===== src/rtl/divisor_iterativo.sv =====
// rtl/divisor_iterativo.sv - multi-cycle radix-2 restoring integer divider
// Works on operand magnitudes; sign correction is applied when loading q/r.
module divisor_iterativo #(
   parameter int WIDTH = 32
) (
   input  logic             clk,
   input  logic             reset,
   input  logic             start,
   input  logic             signed_op,
   input  logic             clear,
   input  logic [WIDTH-1:0] a,
   input  logic [WIDTH-1:0] b,
   output logic [WIDTH-1:0] q,
   output logic [WIDTH-1:0] r,
   output logic             done,
   output logic             div_by_zero,
   output logic             busy,
   output logic             stall
);

   localparam int CNT_W = (WIDTH > 2) ? $clog2(WIDTH) : 1;

   typedef enum logic [1:0] {IDLE, CALC, DONE} state_t;

   state_t             state_q, state_d;
   logic [CNT_W-1:0]   cnt_q, cnt_d;
   logic [WIDTH-1:0]   rem_q, rem_d;
   logic [WIDTH-1:0]   dvd_q, dvd_d;
   logic [WIDTH-1:0]   dsr_q, dsr_d;
   logic               qneg_q, qneg_d;
   logic               rneg_q, rneg_d;
   logic [WIDTH-1:0]   q_q, q_d;
   logic [WIDTH-1:0]   r_q, r_d;
   logic               dbz_q, dbz_d;

   logic [WIDTH-1:0]   a_mag, b_mag;
   logic [WIDTH:0]     shifted, trial;
   logic               trial_ok;
   logic [WIDTH-1:0]   rem_next, quo_next;

   // The dividend register doubles as the quotient: its MSB feeds the
   // partial remainder while the new quotient bit enters at the LSB.
   always_comb begin
      a_mag    = (signed_op & a[WIDTH-1]) ? -a : a;
      b_mag    = (signed_op & b[WIDTH-1]) ? -b : b;
      shifted  = {rem_q, dvd_q[WIDTH-1]};
      trial    = shifted - {1'b0, dsr_q};
      trial_ok = ~trial[WIDTH];
      rem_next = trial_ok ? trial[WIDTH-1:0] : shifted[WIDTH-1:0];
      quo_next = {dvd_q[WIDTH-2:0], trial_ok};
   end

   always_comb begin
      state_d = state_q;
      cnt_d   = cnt_q;
      rem_d   = rem_q;
      dvd_d   = dvd_q;
      dsr_d   = dsr_q;
      qneg_d  = qneg_q;
      rneg_d  = rneg_q;
      q_d     = q_q;
      r_d     = r_q;
      dbz_d   = dbz_q;
      if (clear) begin
         state_d = IDLE;
      end else begin
         case (state_q)
            IDLE: begin
               if (start) begin
                  qneg_d = signed_op & (a[WIDTH-1] ^ b[WIDTH-1]);
                  rneg_d = signed_op & a[WIDTH-1];
                  rem_d  = '0;
                  dvd_d  = a_mag;
                  dsr_d  = b_mag;
                  cnt_d  = '0;
                  if (b == '0) begin
                     state_d = DONE;
                     q_d     = '1;
                     r_d     = a;
                     dbz_d   = 1'b1;
                  end else begin
                     state_d = CALC;
                     dbz_d   = 1'b0;
                  end
               end
            end
            CALC: begin
               rem_d = rem_next;
               dvd_d = quo_next;
               cnt_d = cnt_q + CNT_W'(1);
               if (cnt_q == CNT_W'(WIDTH - 1)) begin
                  state_d = DONE;
                  q_d     = qneg_q ? -quo_next : quo_next;
                  r_d     = rneg_q ? -rem_next : rem_next;
               end
            end
            DONE:    state_d = IDLE;
            default: state_d = IDLE;
         endcase
      end
   end

   always_ff @(posedge clk or posedge reset) begin
      if (reset) begin
         state_q <= IDLE;
         cnt_q   <= '0;
         rem_q   <= '0;
         dvd_q   <= '0;
         dsr_q   <= '0;
         qneg_q  <= 1'b0;
         rneg_q  <= 1'b0;
         q_q     <= '0;
         r_q     <= '0;
         dbz_q   <= 1'b0;
      end else begin
         state_q <= state_d;
         cnt_q   <= cnt_d;
         rem_q   <= rem_d;
         dvd_q   <= dvd_d;
         dsr_q   <= dsr_d;
         qneg_q  <= qneg_d;
         rneg_q  <= rneg_d;
         q_q     <= q_d;
         r_q     <= r_d;
         dbz_q   <= dbz_d;
      end
   end

   assign q           = q_q;
   assign r           = r_q;
   assign done        = (state_q == DONE);
   assign div_by_zero = dbz_q & done;
   assign busy        = (state_q != IDLE);
   assign stall       = ((state_q == IDLE) & start & ~clear) | (state_q == CALC);

endmodule


===== config.mk =====
export PLATFORM = sky130hd
export DESIGN_NAME = divisor_iterativo
export DESIGN_NICKNAME = d
export VERILOG_FILES = /design/src/rtl/divisor_iterativo.sv
export SDC_FILE = /design/constraint.sdc
export NUM_CORES = 1
export LEC_CHECK = 0
export CAP_MARGIN = 20
export CORE_MARGIN = 4
export CORE_UTILIZATION = 41
export CTS_CLUSTER_DIAMETER = 100
export DETAILED_ROUTE_END_ITERATION = 10
export PLACE_DENSITY_LB_ADDON = 0.12
export SYNTH_ARGS = -nofsm -noshare
export SYNTH_HDL_FRONTEND = slang
export SYNTH_SLANG_ARGS = --single-unit

===== constraint.sdc =====
create_clock -name clk -period 7 [get_ports clk]
set_input_delay 1.4 -clock clk [delete_from_list [all_inputs] [get_ports clk]]
set_output_delay 1.4 -clock clk [all_outputs]
set_load 0.01 [all_outputs]

; Word-level counts from Yosys, hierarchy flattened
; Index checks and enable logic that the tools add are counted.
[word_totals]
elab_cells = 67
in_bits = 69
reg_bits = 170
out_inout_bits = 68
[op_classes]
eq_ne = 8
bitwise = 10
reduce_logical = 8
n_mux = 25
add_sub_neg = 6
[op_table]
columns = op, n
row1 = 2-to-1 mux 32 bit, 13
row2 = case mux 32 bit (2 select lines), 4
row3 = negator 32 bit, 4
row4 = subtractor 33 x 32 -> 33 bit, 1
row5 = logical NOT 32 bit, 1
row6 = case mux 5 bit (2 select lines), 1
row7 = 2-to-1 mux 2 bit, 4
row8 = AND 1 bit, 6
row9 = != test 2 bit (second input constant), 3
row10 = != test 3 bit (second input constant), 2
row11 = AND reduction 3 bit, 2
row12 = adder 5 x 1 -> 5 bit (second input constant), 1
row13 = == test 5 bit (second input constant), 1
row14 = 2-to-1 mux 5 bit, 1
row15 = AND reduction 5 bit, 1
row16 = case mux 2 bit (2 select lines), 1
row17 = nonzero test 2 bit, 2
row18 = == test 2 x 1 -> 1 bit (second input constant), 1
row19 = == test 2 bit (second input constant), 1
row20 = logical NOT 2 bit, 1
row21 = inverter 1 bit, 2
row22 = AND reduction 2 bit, 1
row23 = 2-to-1 mux 1 bit, 1
row24 = bitwise OR 1 bit, 1
row25 = XOR 1 bit, 1

; Depth between registers and ports, before layout
; Gate-level depths: netlist (run 1).
[logic_depth]
word_depth = 6
ltp_mapped = 26
depth_no_buf = 23

; Worst setup path after synthesis (run 1)
; Ideal clock, no wire load.
[synth_timing]
kind = register to register
startpoint = register rem_q[24]
endpoint = register r_q[30], in the netlist r[30]
n_path_buf = 3
required_time_ps = 6874
stages_incl_launch_ff = 23
setup_time_ps = 126
arrival_ps = 5115
path_slack_ps = 1759
period_less_slack_ps = 5241
path_cell_list = dfrtp_1 > ha_1 > a21oi_1 > o21ai_2 > or3_1 > nor4_1 > o31a_1 > nor2_1 > buf_2 > inv_1 > buf_4 > buf_4 > mux2i_1 > ha_1 > inv_1 > nor2_1 > nor4b_1 > and3_1 > a31oi_1 > or2_0 > o41ai_1 > xor2_1 > a221o_1
[synth_between]
elab_chain_len = 6
[synth_rtl]
columns = item, line
row1 = from (decl), 27  ; logic [WIDTH-1:0] rem_q, rem_d;
row2 = from (signal assigned), 118  ; rem_q <= rem_d;
row3 = subtractor 33 x 32 -> 33 bit, 47  ; trial = shifted - {1'b0, dsr_q};
row4 = 2-to-1 mux 32 bit (*), 49  ; rem_next = trial_ok ? trial[WIDTH-1:0] : shifted[WIDTH-1:0];
row5 = negator 32 bit, 94  ; r_d = rneg_q ? -rem_next : rem_next;
row6 = 2-to-1 mux 32 bit (*), 94
row7 = 2-to-1 mux 32 bit (*), 91  ; if (cnt_q == CNT_W'(WIDTH - 1)) begin
row8 = case mux 32 bit (2 select lines) (*), 67  ; case (state_q)
row9 = to (signal assigned), 124  ; r_q <= r_d;
row10 = to (decl), 33  ; logic [WIDTH-1:0] r_q, r_d;
; Every way passes the cells marked *; elsewhere a longest branch is shown, timed or not. The select of a mux whose other input is x is not followed.
; A chain may end at the register's enable or synchronous reset.

; Worst setup path in the final report (run 1)
; Ends and elaborated chain as after synthesis.

==> results.sh, run 1 <==
export IMPL_synth_cell_types=80
export IMPL_synth_area_leaders="dfrtp_1 35%, o21ai_0 6.9%, nand2_1 6.4%, xor2_1 6.0%, a21oi_1 5.5%"
export IMPL_powerDensity_mw_per_mm2=254
export IMPL_die_h_um=181
export IMPL_post_cts_resized=0
export IMPL_dpl_hpwl_um=27500
export IMPL_final_nets=1737
export IMPL_synth_area_mm2=0.0123
export IMPL_routed_wirelength_um=36000
export IMPL_slew_limit_headroom_pct=35.6
export IMPL_setup_viol=0
export IMPL_cp_depth=21
export IMPL_cp_slowest_cell="o31a_1"
export IMPL_yosys_area_share_simple_pct=20.1
export IMPL_report_final_slew_viol_count=0
export IMPL_netlist_area_leader_share_pct=34.7
export IMPL_min_path_cells=2
export IMPL_final_cell_mix="210 x nand2_1, 170 x dfrtp_1, 168 x o21ai_0, 158 x nor2_1"
export IMPL_num_antenna_cells=0
export IMPL_holdBufCountCts=0
export IMPL_cp_required_ns=7.32
export IMPL_grt_max_degree=114
export IMPL_max_stage_delay_ns=0.54
export IMPL_vias_per_cell=5.51
export IMPL_fp_dieW_um=181
export IMPL_initial_core_util_pct=41.5
export IMPL_place_ws_ns=1.03
export IMPL_dieArea_mm2=0.0328
export IMPL_htree_levels=4
export IMPL_rows=63
export IMPL_post_route_period_util_pct=86.0
export IMPL_fin_skew_ns=0.0184
export IMPL_clk_pin_slew_worst_paths_ns=0.07
export IMPL_grt_pass1_vias=10700
export IMPL_worst_slack_ns=0.983
export IMPL_ys_ff_latch=170
export IMPL_ctsRootBufferMaster="clkbuf_16"
export IMPL_r2r_cells=21
export IMPL_p_leak_nw=5.89
export IMPL_syn_avg_cell_area_um2=7.94
export IMPL_synthFlopType="dfrtp_1"
export IMPL_async_reset_ff_share_pct=100
export IMPL_overflow=0
export IMPL_pin_count=137
export IMPL_endpoint_kind="register"
export IMPL_arrival_ns=6.34
export IMPL_synth_nets=1653
export IMPL_fmax_mhz=166
export IMPL_vias=11200
export IMPL_cts_sinks=170
export IMPL_period_minus_slack_ns=6.02
export IMPL_fp_coreArea_mm2=0.0296
export IMPL_cpLargestDelayFamily="compound AO/OA/AOI/OAI gates"
export IMPL_path_buf_inv=3
export IMPL_fin_tns_setup_ns=0
export IMPL_ys_warn_count=0
export IMPL_path_cells="ha_1 > a21oi_1 > o21ai_2 > or3_1 > nor4_1 > o31a_1 > nor2_4 > inv_1 > buf_4 > nor2_1 > a21oi_1 > ha_1 > inv_1 > nor2_1 > nor4b_1 > and3_1 > a31oi_1 > or2_0 > o41ai_1 > xor2_1 > a221o_1"
export IMPL_utilization_pct=49.2
export IMPL_synth_top_family_by_area="compound AO/OA/AOI/OAI gates"
export IMPL_hp_class="register to register"
export IMPL_cts_tree="done"
export IMPL_layout_commonest_cell="nand2_1"
export IMPL_grt_total_usage_pct=21.6
export IMPL_synth_edf_count=0
export IMPL_irDropWorstVdd_v=0.000163
export IMPL_insertion_delay_ns=0.44
export IMPL_post_cts_buffers=0
export IMPL_drtIter0Drc=822
export IMPL_worst_pin_slew_ns=0.966
export IMPL_gp_congestion=0.924
export IMPL_syn2layout_area_growth_pct=18.6
export IMPL_synth_xor_area_share_pct=9.78
export IMPL_antenna_found_initial=0
export IMPL_numCtsBuffers=17
export IMPL_synth_compound_area_share_pct=23.8
export IMPL_crit_type="register to register"
export IMPL_outcome="completed"
export IMPL_grt_pass1_wl_um=57900
export IMPL_synthCells=1545
export IMPL_cap_violations=0
export IMPL_clock_path_buffers=2
export IMPL_ys_seq_area_share_pct=34.7
export IMPL_yosys_area_share_adder_pct=4.04
export IMPL_synth_area_mux_share_pct=2.90
export IMPL_ant_nets=0
export IMPL_critPathMaxFanout=31
export IMPL_hold_viol_final=0
export IMPL_wl_per_cell_um=17.7
export IMPL_first_pass_iters=5
export IMPL_rsz0062_at_grt="false"
export IMPL_setup_worst_path_start_class="register"
export IMPL_layout_drive_gt1_share_pct=5.12
export IMPL_port_buffers=136
export IMPL_drc=0
export IMPL_yosysTopAreaCell="dfrtp_1"
-- metrics by stage --
step	hold slack (ns)	power, W	area (um^2)	std cells
2_1_floorplan	0.450	0.00217	12300	1545
3_3_place_gp	0.463	0.00271	13900	1998
3_5_place_dp	0.471	0.00273	13900	1999
4_1_cts	0.489	0.00373	14500	2031
5_1_grt	0.515	0.00395	14600	2032
6_report	0.482	0.00370	14600	2032
-- layer usage --
metal / vias to the layer above / global-route usage [%] / wire length [um] / share of wire [%]
met1: 5205 / 31.5 / 17600 / 49
li1: 5672 / - / - / -
met3: 46 / 2.88 / 1600 / 4.4
met4: 0 / 5.58 / 678 / 1.9
met5: - / 0 / 0 / 0
met2: 280 / 34.0 / 16200 / 45
-- final cells by class --
type / instances / area, um^2
clock buffers: 18 / 439
clock inverters: 14 / 166
fillers: 2930 / 15000
inverters: 54 / 208
multi-input cells: 1232 / 7460
flip-flops and latches: 170 / 4250
well taps: 390 / 488
repair buffers: 154 / 1540
-- worst paths after layout --
kind,slack (ns),to,start
setup / recovery,0.98,r[30],rem_q[24]
hold / removal,0.48,dsr_q[13],dsr_q[13]
setup reg to reg,0.98,r[30],rem_q[24]
hold reg to reg,0.48,dsr_q[13],dsr_q[13]
max in group asynchronous,4.25,rem_q[13],reset
min in group asynchronous,1.24,dvd_q[4],reset
-- worst reg2reg max path, cell delays in order (launching register included) --
cell,delay (ns)
dfrtp_1,0.43
ha_1,0.39
a21oi_1,0.28
o21ai_2,0.14
or3_1,0.36
nor4_1,0.28
o31a_1,0.54
nor2_4,0.08
inv_1,0.13
buf_4,0.38
nor2_1,0.08
a21oi_1,0.23
ha_1,0.21
inv_1,0.06
nor2_1,0.08
nor4b_1,0.51
and3_1,0.25
a31oi_1,0.22
or2_0,0.34
o41ai_1,0.41
xor2_1,0.13
a221o_1,0.34
-- logic make-up (layout without fill, tap and decap cells) --
kind of cell,after synthesis,in the layout
and+or+nand+nor,541,541
AOI/OAI and AO/OA,480,480
DFF,170,170
buffers and inverters,143,240
xor gates and xnor gates,137,137
adders and majority gates,39,39
muxes,35,35
-- report_power, final --
part           total, W  internal [W]  switching (W)
logic           0.00133      0.000605       0.000728
clock network  0.000993      0.000524       0.000470
registers       0.00137       0.00119       0.000182
-- synthesized netlist by cell type (21+ instances only) --
master and n:
inv_1 52, clkbuf_1 64, ha_1 38, nor2_1 159, xnor2_1 53, a31oi_1 44, nor4_1 21, a21oi_1 136
nand2_1 210, dfrtp_1 170, mux2i_1 31, o31ai_1 27, nor3_1 31, o21ai_0 168, xor2_1 84
-- registers in the layout, indices dropped and copies added, names as in the netlist --
signal	cells
cnt_q	5
dbz_q	1
dsr_q	32
dvd_q	32
q	32
qneg_q	1
r	32
rem_q	32
rneg_q	1
state_q	2
Note: power is estimated with default switching activity, not from simulation.
==> run 2: changes to the inputs <==
- DONT_BUFFER_PORTS: not set -> 1
- MAX_ROUTING_LAYER: not set -> met4
- SLEW_MARGIN: not set -> 10
==> run 2 against run 1 <==
Final area shrank 9.3%. Final cell count fell by 6.5%. Die area is the same. Core utilization shrank 4.6 points. Largest power group unchanged. Highest routed layer unchanged.
==> results.sh, run 2 (synthesized netlist as in run 1, its figures left out) <==
export IMPL_ant_nets=0
export IMPL_endpoint_kind="register"
export IMPL_vias_per_cell=5.71
export IMPL_period_minus_slack_ns=5.73
export IMPL_fin_tns_setup_ns=0
export IMPL_dpl_hpwl_um=27000
export IMPL_clock_path_buffers=2
export IMPL_post_cts_resized=0
export IMPL_layout_drive_gt1_share_pct=5.83
export IMPL_cts_tree="done"
export IMPL_layout_commonest_cell="nand2_1"
export IMPL_path_buf_inv=2
export IMPL_fin_skew_ns=0.0147
export IMPL_grt_pass1_vias=10300
export IMPL_holdBufCountCts=0
export IMPL_first_pass_iters=7
export IMPL_fp_dieW_um=181
export IMPL_routed_wirelength_um=36000
export IMPL_max_stage_delay_ns=0.56
export IMPL_htree_levels=4
export IMPL_syn2layout_area_growth_pct=7.61
export IMPL_fmax_mhz=175
export IMPL_post_route_period_util_pct=81.8
export IMPL_cp_slowest_cell="nor4b_1"
export IMPL_powerDensity_mw_per_mm2=259
export IMPL_rows=63
export IMPL_gp_congestion=0.920
export IMPL_dieArea_mm2=0.0328
export IMPL_wl_per_cell_um=19.0
export IMPL_critPathMaxFanout=10
export IMPL_grt_total_usage_pct=22.3
export IMPL_ctsRootBufferMaster="clkbuf_16"
export IMPL_overflow=0
export IMPL_utilization_pct=44.7
export IMPL_outcome="completed"
export IMPL_crit_type="register to register"
export IMPL_insertion_delay_ns=0.44
export IMPL_path_cells="ha_1 > a21oi_1 > o21ai_2 > or3_1 > nor4_1 > o31a_1 > nor2_4 > inv_1 > mux2i_1 > ha_1 > inv_1 > nor2_1 > nor4b_1 > and3_1 > a31oi_1 > or2_0 > o41ai_1 > xor2_1 > a221o_1"
export IMPL_report_final_slew_viol_count=0
export IMPL_place_ws_ns=1.37
export IMPL_worst_slack_ns=1.27
export IMPL_slew_limit_headroom_pct=38.3
export IMPL_pin_count=137
export IMPL_irDropWorstVdd_v=0.000166
export IMPL_hp_class="register to register"
export IMPL_port_buffers=0
export IMPL_rsz0062_at_grt="false"
export IMPL_dp_cells=1866
export IMPL_fp_coreArea_mm2=0.0296
export IMPL_antenna_found_initial=0
export IMPL_num_antenna_cells=0
export IMPL_drc=0
export IMPL_grt_max_degree=108
export IMPL_drtIter0Drc=672
export IMPL_numCtsBuffers=17
export IMPL_setup_viol=0
export IMPL_arrival_ns=6.04
export IMPL_post_cts_buffers=0
export IMPL_clk_pin_slew_worst_paths_ns=0.07
export IMPL_cpLargestDelayFamily="simple AND/OR/NAND/NOR gates"
export IMPL_p_leak_nw=5.36
export IMPL_cap_violations=0
export IMPL_initial_core_util_pct=41.5
export IMPL_instances_no_fill=1899
export IMPL_grt_pass1_wl_um=58400
export IMPL_setup_worst_path_start_class="register"
export IMPL_cp_required_ns=7.32
export IMPL_worst_pin_slew_ns=0.926
export IMPL_cts_sinks=170
export IMPL_vias=10800
export IMPL_power_w=0.00342
export IMPL_die_h_um=181
export IMPL_final_nets=1604
export IMPL_hold_viol_final=0
export IMPL_final_cell_mix="210 x nand2_1, 170 x dfrtp_1, 168 x o21ai_0, 158 x nor2_1, 136 x a21oi_1"
-- run 2: cell count changes in the layout (fill, tap and decap cells not counted) --
cell / before / now
buf_12: 1 / 0
clkinv_8: 1 / 2
buf_4: 15 / 20
nand2b_2: 0 / 1
nand2b_1: 14 / 13
buf_8: 1 / 0
clkdlybuf4s50_1: 136 / 0
inv_8: 6 / 5
-- run 2: power by group --
| part | internal [W] | switching [W] |
|---|---|---|
| Sequential | 0.00119 | 0.000266 |
| Clock | 0.000525 | 0.000477 |
| Combinational | 0.000365 | 0.000596 |
| Total | 0.00208 | 0.00134 |
-- run 2: worst reg2reg max path, delay by kind of cell (launching register included) --
kind / cells / cell delay [ns]
muxes: 1 / 0.31
xor gates and xnor gates: 1 / 0.14
adders and majority gates: 2 / 0.61
buffers and inverters: 2 / 0.21
DFF: 1 / 0.43
and+or+nand+nor: 7 / 1.97
AOI/OAI and AO/OA: 6 / 1.95
-- run 2: per-stage QoR --
| step | area (um^2) | hold WS (ns) |
|---|---|---|
| 3_5_place_dp | 12600 | 0.472 |
| 3_3_place_gp | 12600 | 0.463 |
| 6_report | 13200 | 0.482 |
| 5_1_grt | 13200 | 0.505 |
| 2_1_floorplan | 12300 | 0.450 |
| 4_1_cts | 13200 | 0.489 |
-- run 2: final cells by class --
type,instances,area (um^2)
clock buffer,18,439
clock inverter,14,171
fill,3028,16400
inverter,54,208
multi-input combinational,1232,7470
sequential,170,4250
tap,390,488
timing repair buffer,21,178
-- run 2: path summary, 6_finish.rpt --
check	from	endpoint	slack [ns]	cells past startpoint
min	dsr_q[6]	dsr_q[6]	0.48	2
max	rem_q[24]	r[30]	1.27	19
max in group asynchronous	reset	dvd_q[10]	4.59	3
min reg2reg	dsr_q[6]	dsr_q[6]	0.48	2
min in group asynchronous	reset	r[3]	0.84	1
max reg2reg	rem_q[24]	r[30]	1.27	19
-- run 2: metal layers --
layer	share of wire [%]	track usage [%]
met1	49	32.0
met2	44	33.8
met3	4.8	3.40
met4	1.6	4.68
met5	0	-
==> run 3: changes to the inputs <==
- clock period: 7 -> 5.8 ns (I/O delays scaled with it)
==> run 3 against run 2 <==
Global-route usage is 0.37 points higher. Sequential share of layout area is 0.14 points lower. Die area unchanged. Register-to-register slack lost 0.74 ns. Wire length grew 0.93%. Combinational power rose by 21%. Largest power group unchanged. Critical path depth unchanged. Total power rose by 22%. Highest routed layer unchanged. Clock skew is 0.0019 ns lower. Final cell count rose by 0.16%. Critical endpoint unchanged. Clock power is 23% higher.
==> results.sh, run 3 (synthesized netlist as in run 1, its figures left out) <==
export IMPL_outcome="completed"
export IMPL_die_h_um=181
export IMPL_post_route_period_util_pct=90.8
export IMPL_rows=63
export IMPL_arrival_ns=5.59
export IMPL_p_comb_share_pct=27.8
export IMPL_dpl_hpwl_um=27600
export IMPL_numCtsBuffers=17
export IMPL_r2r_slack_ns=0.54
export IMPL_layout_drive_gt1_share_pct=6.08
export IMPL_fmax_mhz=190
export IMPL_critPathMaxFanout=6
export IMPL_path_cells="ha_1 > a21oi_1 > o21ai_2 > or3_1 > nor4_1 > o31a_1 > nor2_4 > inv_1 > mux2i_1 > ha_1 > inv_1 > nor2_1 > nor4b_2 > and3_1 > a31oi_1 > or2_0 > o41ai_1 > xor2_1 > a221o_1"
export IMPL_grt_pass1_vias=10500
export IMPL_first_pass_iters=7
export IMPL_gp_congestion=0.924
export IMPL_ant_nets=0
export IMPL_place_ws_ns=0.295
export IMPL_grt_pass1_wl_um=58700
export IMPL_report_final_slew_viol_count=0
export IMPL_wl_per_cell_um=19.1
export IMPL_vias_per_cell=5.61
export IMPL_hp_class="register to register"
export IMPL_clk_pin_slew_worst_paths_ns=0.07
export IMPL_powerDensity_mw_per_mm2=313
export IMPL_p_switching_w=0.00157
export IMPL_timing_rr_start="rem_q[24]"
export IMPL_fin_skew_ns=0.0128
export IMPL_hold_start="dsr_q[13]"
export IMPL_htree_levels=4
export IMPL_ctsRootBufferMaster="clkbuf_16"
export IMPL_routed_wirelength_um=36300
export IMPL_final_nets=1607
export IMPL_worst_slack_ns=0.536
export IMPL_overflow=0
export IMPL_irDropWorstVdd_v=0.000206
export IMPL_holdBufCountCts=0
export IMPL_fp_coreArea_mm2=0.0296
export IMPL_port_buffers=0
export IMPL_cts_sinks=170
export IMPL_crit_type="register to register"
export IMPL_antenna_found_initial=0
export IMPL_post_cts_buffers=0
export IMPL_insertion_delay_ns=0.45
export IMPL_intPower_w=0.00258
export IMPL_fin_tns_setup_ns=0
export IMPL_setup_worst_path_start_class="register"
export IMPL_cp_required_ns=6.13
export IMPL_rsz0062_at_grt="false"
export IMPL_clock_path_buffers=2
export IMPL_cap_violations=0
export IMPL_reg2reg_to="r[30]"
export IMPL_endpoint_kind="register"
export IMPL_power_frac_seq_pct=42.5
export IMPL_max_stage_delay_ns=0.44
export IMPL_drc=0
export IMPL_hold_viol_final=0
export IMPL_r2r_cells=19
export IMPL_grt_max_degree=106
export IMPL_cts_tree="done"
export IMPL_drtIter0Drc=819
export IMPL_hold_end="dsr_q[13]"
export IMPL_setup_viol=0
export IMPL_grt_total_usage_pct=22.7
export IMPL_num_antenna_cells=0
export IMPL_initial_core_util_pct=41.5
export IMPL_syn2layout_area_growth_pct=8.07
export IMPL_final_cell_mix="210 x nand2_1, 170 x dfrtp_1, 168 x o21ai_0, 158 x nor2_1, 136 x a21oi_1"
export IMPL_layout_commonest_cell="nand2_1"
export IMPL_stdcell_area_mm2=0.0133
export IMPL_period_minus_slack_ns=5.26
export IMPL_pwr_share_clk_pct=29.7
export IMPL_swShare_pct=37.8
export IMPL_pin_count=137
export IMPL_slew_limit_headroom_pct=29.5
export IMPL_crit_start="rem_q[24]"
export IMPL_placed_cell_area_mm2=0.0126
export IMPL_dieArea_mm2=0.0328
export IMPL_vias=10700
export IMPL_post_cts_resized=0
export IMPL_path_buf_inv=2
export IMPL_fp_dieW_um=181
export IMPL_cp_slowest_cell="o41ai_1"
export IMPL_p_leak_nw=5.38
export IMPL_worst_pin_slew_ns=1.06
export IMPL_cpLargestDelayFamily="simple AND/OR/NAND/NOR gates"
export IMPL_min_path_cells=2
==> run 3: through the flow <==
step / hold slack (ns) / util, % / instances / power [W]
after floorplan: 0.450 / - / 1545 / 0.00262
after global placement: 0.464 / 42.7 / 1870 / 0.00293
after detailed placement: 0.471 / 42.7 / 1870 / 0.00295
after CTS: 0.487 / 44.8 / 1902 / 0.00419
after global routing: 0.505 / 44.9 / 1902 / 0.00444
final: 0.481 / 44.9 / 1902 / 0.00416
==> run 3: power groups by stage <==
stage	combinational, W	sequential (W)	clock [W]
4_1_cts	0.00116	0.00177	0.00126
3_5_place_dp	0.00115	0.00180	0
2_1_floorplan	0.000937	0.00168	0
3_3_place_gp	0.00114	0.00179	0
6_report	0.00116	0.00177	0.00123
5_1_grt	0.00132	0.00181	0.00131
==> run 3: layout make-up <==
type	instances	area (um^2)
Inverter	54	208
Clock buffer	18	439
Fill cell	3025	16300
Clock inverter	14	181
Timing Repair Buffer	24	218
Multi-Input combinational cell	1232	7470
Sequential cell	170	4250
Tap cell	390	488
==> run 3: worst max path at each step <==
stage	slack, ns	to	depth (start not counted)
4_1_cts	0.30	r[30]	19
5_1_grt	0.1	r[30]	19
3_3_place_gp	0.44	r[30]	19
6_report	0.54	r[30]	19
2_1_floorplan	0.04	cnt_q[0]	1
3_5_place_dp	0.29	r[30]	19
==> run 3: worst register-to-register path: cells and delay by family (launching register included) <==
kind | cells | cell delay [ns]
AND/OR/NAND/NOR | 7 | 1.75
AO/OA/AOI/OAI | 6 | 1.70
adder cells (fa/ha/maj) | 2 | 0.61
flip-flops | 1 | 0.42
multiplexers | 1 | 0.33
buffers and inverters | 2 | 0.23
XOR/XNOR | 1 | 0.13
==> run 3: metal layers <==
layer | up-vias | GRT usage (%) | part of all wire, % | wire length, um
met3 | 33 | 4.01 | 5.3 | 1940
met5 | - | - | 0 | 0
met4 | 0 | 6.24 | 2.1 | 747
met2 | 267 | 34.3 | 44 | 16100
met1 | 4960 | 31.6 | 48 | 17500
li1 | 5404 | - | - | -
